<file path="src/rtl/seq_timer_ctrl.sv">
// Round sequencer for a memory game: plays back level+1 elements on a tick timebase,
// then collects one user entry per element, with a per-entry timeout.
module seq_timer_ctrl #(
    parameter int SHOW_TICKS    = 2,
    parameter int GAP_TICKS     = 1,
    parameter int TIMEOUT_TICKS = 8
) (
    input  logic       CLOCK,
    input  logic       reset,
    input  logic       tick,
    input  logic       start,
    input  logic       abort,
    input  logic [3:0] level,
    input  logic       key_valid,
    output logic [3:0] addr,
    output logic       show_en,
    output logic       end_FPGA,
    output logic       end_User,
    output logic       end_time,
    output logic       busy
);

    typedef enum logic [1:0] {
        IDLE = 2'd0,
        SHOW = 2'd1,
        GAP  = 2'd2,
        USER = 2'd3
    } state_t;

    localparam logic [7:0] SHOW_LAST    = 8'(SHOW_TICKS - 1);
    localparam logic [7:0] GAP_LAST     = 8'(GAP_TICKS - 1);
    localparam logic [7:0] TIMEOUT_LAST = 8'(TIMEOUT_TICKS - 1);

    state_t     state_reg;
    logic [3:0] len_reg;
    logic [7:0] tick_cnt_reg;

    always_ff @(posedge CLOCK or posedge reset) begin
        if (reset) begin
            state_reg    <= IDLE;
            len_reg      <= 4'd0;
            tick_cnt_reg <= 8'd0;
            addr         <= 4'd0;
            show_en      <= 1'b0;
            end_FPGA     <= 1'b0;
            end_User     <= 1'b0;
            end_time     <= 1'b0;
            busy         <= 1'b0;
        end else begin
            end_FPGA <= 1'b0;
            end_User <= 1'b0;
            end_time <= 1'b0;
            if (abort) begin
                state_reg    <= IDLE;
                tick_cnt_reg <= 8'd0;
                addr         <= 4'd0;
                show_en      <= 1'b0;
                busy         <= 1'b0;
            end else begin
                case (state_reg)
                    IDLE: begin
                        if (start) begin
                            len_reg      <= level;
                            addr         <= 4'd0;
                            tick_cnt_reg <= 8'd0;
                            state_reg    <= SHOW;
                            show_en      <= 1'b1;
                            busy         <= 1'b1;
                        end
                    end
                    SHOW: begin
                        if (tick) begin
                            if (tick_cnt_reg == SHOW_LAST) begin
                                tick_cnt_reg <= 8'd0;
                                state_reg    <= GAP;
                                show_en      <= 1'b0;
                            end else begin
                                tick_cnt_reg <= tick_cnt_reg + 8'd1;
                            end
                        end
                    end
                    GAP: begin
                        if (tick) begin
                            if (tick_cnt_reg == GAP_LAST) begin
                                tick_cnt_reg <= 8'd0;
                                if (addr == len_reg) begin
                                    addr      <= 4'd0;
                                    end_FPGA  <= 1'b1;
                                    state_reg <= USER;
                                end else begin
                                    addr      <= addr + 4'd1;
                                    state_reg <= SHOW;
                                    show_en   <= 1'b1;
                                end
                            end else begin
                                tick_cnt_reg <= tick_cnt_reg + 8'd1;
                            end
                        end
                    end
                    USER: begin
                        // An entry always beats a coincident timeout tick and restarts the window.
                        if (key_valid) begin
                            tick_cnt_reg <= 8'd0;
                            if (addr == len_reg) begin
                                end_User  <= 1'b1;
                                state_reg <= IDLE;
                                addr      <= 4'd0;
                                busy      <= 1'b0;
                            end else begin
                                addr <= addr + 4'd1;
                            end
                        end else if (tick) begin
                            if (tick_cnt_reg == TIMEOUT_LAST) begin
                                end_time     <= 1'b1;
                                state_reg    <= IDLE;
                                tick_cnt_reg <= 8'd0;
                                addr         <= 4'd0;
                                busy         <= 1'b0;
                            end else begin
                                tick_cnt_reg <= tick_cnt_reg + 8'd1;
                            end
                        end
                    end
                    default: begin
                        state_reg    <= IDLE;
                        tick_cnt_reg <= 8'd0;
                        addr         <= 4'd0;
                        show_en      <= 1'b0;
                        busy         <= 1'b0;
                    end
                endcase
            end
        end
    end

endmodule

</file>
<file path="config.mk">
export PLATFORM = sky130hd
export DESIGN_NAME = seq_timer_ctrl
export DESIGN_NICKNAME = d
export VERILOG_FILES = /design/src/rtl/seq_timer_ctrl.sv
export SDC_FILE = /design/constraint.sdc
export NUM_CORES = 1
export LEC_CHECK = 0
export CAP_MARGIN = 0
export CORE_ASPECT_RATIO = 0.8
export CORE_MARGIN = 8
export CORE_UTILIZATION = 54
export DETAILED_ROUTE_END_ITERATION = 12
export HOLD_SLACK_MARGIN = 0.03
export PLACE_DENSITY = 0.78
export SKIP_CTS_REPAIR_TIMING = 1
export SLEW_MARGIN = 20
export SYNTH_ARGS = -nofsm -noshare
export SYNTH_HDL_FRONTEND = slang
export SYNTH_SLANG_ARGS = --single-unit
</file>
<file path="constraint.sdc">
create_clock -name CLOCK -period 2.65 [get_ports CLOCK]
set_input_delay 0.53 -clock CLOCK [delete_from_list [all_inputs] [get_ports CLOCK]]
set_output_delay 0.53 -clock CLOCK [all_outputs]
set_load 0.01 [all_outputs]
</file>
==> flow_summary.ini, run 1 <==
[status]
status = finished, final reports clean

[worst_setup_path]
r2r_start = state_reg[1]
crit_type = in -> reg
worstPathArrival_ns = 2.53
crit_required_ns = 2.88
cp_max_fo = 3
start_kind = input pin
cp-end-kind = flip-flop
cp-startpoint = tick
rr_worst_depth = 5

[logic_synthesis]
synthTopCellsByArea = dfrtp_1, mux2_2, nand2_1
syn_nets = 170
synth.distinct_cells = 55
synth_ff_type = dfrtp_1
synth_edf_count = 0
synth_seq_cells = 23
ys_seq_area_frac = 0.391
synth_top_area_frac = 0.391
synth_async_sr_flop_share = 1.00
synth_area_um2 = 1470
synth_warnings = 0
yosysTopAreaCell = dfrtp_1
syn_inst = 156
synth.avg_cell_area_um2 = 9.44

[cells_and_area]
fillCellCount = 239
fin_nets = 193
drive_above_1_share = 0.129
largest_reg_flops = 8
area_growth_pct = 17.7
antennaDiodeCount = 0

[floorplan]
dieArea_um2 = 4660
die_h_um = 62.7
ios = 19
core_area_um2 = 2680
start_util = 0.549
num_rows = 17
die_x_um = 74.4

[global_routing]
grt_pass1_vias = 1181
grt_overflow_total = 0
grtUsageTotal = 0.150
top_usage_layer = met1
grtUsageMet3 = 0.0369
grt_pass1_wl_um = 5680
grt_max_degree = 24
grtUsageMet1 = 0.219
use_met2 = 0.216
antenna_found_initial = 0

[pwr]
switchingPower_mw = 0.482
pwr-share-seq = 0.439
clkPwrFrac = 0.134
switching_share = 0.391
ir_drop_uv = 587
p_int_mw = 0.750
p_leak_nw = 0.751
p_comb_frac = 0.426
pwr_density_cell_nw_per_um2 = 711

[clock_network]
cts.path.max_buffers = 2
cts_tree = done
clk_pin_slew_ns = 0.14
cts.sinks = 23
cts_buffers = 3
clkLatencyLatePin_ns = 0.32
cts_max_level = 1
cts-root-buf = clkbuf_4

[place]
dp_hpwl_um = 2510
gp_congestion = 0.872
io_buffers = 18
pre_cts_ws_ns = 0.0350

[routing]
first_pass_iters = 4
drt_iter0_drc = 52
viasPerCell = 5.87
wl_um = 3270
ant_nets = 0
drcViolationCount = 0
wl_per_cell_um = 15.1
num_vias = 1268

[job]
cap_violations = 0

[timing]
fmaxAchievable_mhz = 435
setup_viol = 0
worst_pin_slew_ns = 0.608
tns_ns = 0
timing.final.ws_setup_ns = 0.351
relSlewSlack = 0.595
finalClockSkew_ns = 0.0177
min_period_ns = 2.30
period_share = 0.867
slew_viol_final = 0
finalHoldViolCount = 0
rsz0062_at_grt = false

[min_path]
hp-class = in -> async
[per-stage QoR]
step	std cells	hold slack [ns]	instance area [µm²]	util	power (mW)
finish	216	0.540	1730	0.647	1.23
global route	216	0.555	1730	0.647	1.32
CTS	216	0.550	1730	0.647	1.23
detailed placement	212	0.520	1710	0.637	1.07
global placement	212	0.512	1710	0.637	1.04
floorplan	156	0.501	1470	-	0.927
[cells by family after synthesis]
kind of cell / count (synthesis) / synth area share
AOI/OAI and AO/OA: 45 / 0.216
and+or+nand+nor: 59 / 0.238
buffers and inverters: 15 / 0.0518
adders and majority gates: 4 / 0.0340
DFF: 23 / 0.391
xor gates and xnor gates: 4 / 0.0238
muxes: 6 / 0.0459
[worst max-delay path: stages]
cell and delay (ns):
clkdlybuf4s50_1 0.54, nand2b_4 0.06, or4b_4 0.49, a211o_1 0.31
or4_4 0.52, o211ai_2 0.07
[power by group through the flow]
| stage | registers [mW] | logic (mW) | clock network [mW] |
|---|---|---|---|
| 2_1_floorplan | 0.481 | 0.445 | 0 |
| 3_3_place_gp | 0.538 | 0.507 | 0 |
| 3_5_place_dp | 0.548 | 0.523 | 0 |
| 4_1_cts | 0.539 | 0.526 | 0.168 |
| 5_1_grt | 0.562 | 0.582 | 0.178 |
| 6_report | 0.542 | 0.526 | 0.165 |
[routing by layer]
metal  up-vias  wire [µm]
met5         -          0
met4         0         17
met3         2        152
met2        34       1510
met1       616       1580
li1        616          -
[cell usage in the layout (no fill, tap or decap), types with 5 or more instances in the layout]
cell type	instances
o21ai_0	8
a21oi_1	6
nor3_1	6
inv_1	8
nor2_1	7
clkdlybuf4s50_1	18
dfrtp_1	23
buf_4	7
nand2_1	14
mux2_2	5
nand3_1	5
[cell type report]
class | instances | area (µm²) | area share
Timing Repair Buffer | 25 | 233 | 0.134
Multi-Input combinational cell | 118 | 821 | 0.474
Inverter | 8 | 30.0 | 0.0173
Clock buffer | 4 | 26.3 | 0.0152
Sequential cell | 23 | 576 | 0.332
Tap cell | 38 | 47.5 | 0.0274
[worst paths after layout]
path / to / slack [ns]
worst max-delay path: addr[3] / 0.35
worst min-delay path: tick_cnt_reg[3] / 0.54
worst max register to register: addr[3] / 0.36
worst min register to register: len_reg[3] / 0.56
max in group asynchronous: addr[0] / 1.86
min in group CLOCK: len_reg[3] / 0.56
[synth_stat cells (2+ instances only)]
cell       instances
ha_1               4
nand3_1            5
a211o_1            2
inv_1              8
nor2b_1            3
nor3_1             6
nor2_1             7
o21ai_0            8
o22ai_1            2
clkbuf_1           2
or2b_1             2
and3_1             2
buf_4              3
o2111ai_1          2
o41ai_1            2
nor3b_1            4
a21oi_1            6
dfrtp_1           23
nand2_1           14
a21o_1             4
a22o_1             3
o21bai_1           2
mux2_2             5
or2_2              2
xor2_1             4
o21ai_1            2
Power figures use the tool's default switching activity.
==> inputs of run 2 (changes only) <==
SKIP_CTS_REPAIR_TIMING = default   (was 1)
==> results of run 2 <==
No change in the layout: final DEF, timing and power equal those of run 1.
==> inputs of run 3 (changes only) <==
CORE_UTILIZATION = 60   (was 54)
CTS_CLUSTER_SIZE = 30   (was default)
DONT_BUFFER_PORTS = 1   (was default)
PLACE_DENSITY = 0.76   (was 0.78)
==> run 3 against run 2 <==
  * Global-route usage up 0.94 points
  * Routed wire length down 3.6%
  * Die area down 7.7%
  * Clock power about the same
  * Fmax up 5.4%
  * Cell area down 13%
  * Count of clock-buffer cells in the layout down 1
  * Register-to-register slack better by 0.11 ns
  * Worst hold slack worse by 0.29 ns
  * Critical endpoint unchanged
==> flow_summary.ini, run 3 (same netlist as run 1, synthesis figures left out) <==
[floorplan]
die_x_um = 71.4
start_util = 0.618
die_h_um = 60.3
core_area_um2 = 2380
ios = 19
dieArea_um2 = 4310
num_rows = 16

[pwr]
pwr_density_cell_nw_per_um2 = 782
switching_share = 0.402
p_comb_frac = 0.404
report.power.total_mw = 1.18
p_leak_nw = 0.668
clkPwrFrac = 0.141
switchingPower_mw = 0.475
p_int_mw = 0.706
pwr-share-seq = 0.455
ir_drop_uv = 395

[timing]
slew_viol_final = 0
worst_pin_slew_ns = 0.842
min_period_ns = 2.18
rsz0062_at_grt = false
finalHoldViolCount = 0
setup_viol = 0
tns_ns = 0
fmaxAchievable_mhz = 458
relSlewSlack = 0.438
finalClockSkew_ns = 0.00977
period_share = 0.823

[cells_and_area]
instances_no_fill = 183
area_growth_pct = 2.55
final_common_cell = dfrtp_1
antennaDiodeCount = 0
drive_above_1_share = 0.128
fin_nets = 171
largest_reg_flops = 8
final_cell_mix = dfrtp_1, nand2_1, inv_1, o21ai_0, nor2_1

[clock_network]
cts.path.max_buffers = 2
holdBufCountCts = 0
cts_max_level = 1
cts_buffers = 3
cts_setup_buffers = 0
clkLatencyLatePin_ns = 0.32
clk_pin_slew_ns = 0.13
cts_tree = done
cts.sinks = 23
cts-root-buf = clkbuf_4
cts_resized = 0

[routing]
drcViolationCount = 0
viasPerCell = 6.48
first_pass_iters = 5
wl_um = 3150
num_vias = 1185
drt_iter0_drc = 74
wl_per_cell_um = 17.2
ant_nets = 0

[global_routing]
grt_pass1_wl_um = 5360
grt_max_degree = 24
antenna_found_initial = 0
grt_overflow_total = 0
grtUsageTotal = 0.159
grt_pass1_vias = 1123

[place]
io_buffers = 0
gp_congestion = 0.848
dp_hpwl_um = 2400
dp_cells = 179

[worst_setup_path]
r2r-end = addr[3]
r2r_setup_slack_ns = 0.47
crit_type = reg -> reg
rr_worst_depth = 7
cp_max_fo = 7
worstPathArrival_ns = 2.43
r2r_start = tick_cnt_reg[0]
start_kind = flip-flop
cp-end-kind = flip-flop
crit_required_ns = 2.90

[min_path]
hp-class = in -> async

[job]
cap_violations = 0

[status]
status = finished, final reports clean
[run 3: cell count changes in the layout (fill, tap and decap cells not counted), sizes merged]
cell           before  now
clkdlybuf4s50      18    0
clkbuf              4    3
buf                 7    3
clkinv              0    1
[run 3: layout make-up]
class                   instances  area [µm²]
fillers                       192         872
multi-input cells             118         821
flip-flops and latches         23         576
well taps                      27        33.8
inverters                       8        30.0
clock buffers                   3        22.5
repair buffers                  3        22.5
clock inverters                 1        5.00
[run 3: per-layer routing]
metal,GRT usage,vias up,part of all wire
li1,-,575,-
met1,0.200,559,0.46
met2,0.247,46,0.44
met3,0.0670,5,0.095
met4,0.0383,0,0.0073
met5,0,-,0
[run 3: worst max path at each step]
stage                     cells after the start  endpoint       startpoint  slack (ns)
after floorplan                               5   addr[3]             tick        0.60
after global placement                        5   addr[3]             tick        0.56
after detailed placement                      7   addr[3]  tick_cnt_reg[0]        0.53
after CTS                                     7   addr[3]  tick_cnt_reg[0]        0.49
after global routing                          7   addr[3]  tick_cnt_reg[0]        0.36
final                                         7   addr[3]  tick_cnt_reg[0]        0.47
[run 3: through the flow]
stage                     hold slack [ns]  instance area (µm²)  worst slack, ns   util
after global routing                0.250                 1510            0.360  0.634
after global placement              0.512                 1480            0.562  0.622
after CTS                           0.272                 1510            0.486  0.634
final                               0.249                 1510            0.468  0.634
after detailed placement            0.521                 1480            0.532  0.622
after floorplan                     0.501                 1470            0.599      -
[run 3: critical path: stages, from the launching register on]
cell,delay [ns]
dfrtp_1,0.44
inv_1,0.10
ha_1,0.18
nand3b_1,0.13
a32o_1,0.29
a211o_1,0.35
or4_4,0.54
o211ai_2,0.07
[run 3: power groups by stage]
stage	Clock [mW]	Sequential (mW)	Combinational (mW)
global placement	0	0.535	0.452
CTS	0.169	0.536	0.476
detailed placement	0	0.544	0.474
floorplan	0	0.481	0.445
finish	0.166	0.538	0.477
global route	0.186	0.555	0.538
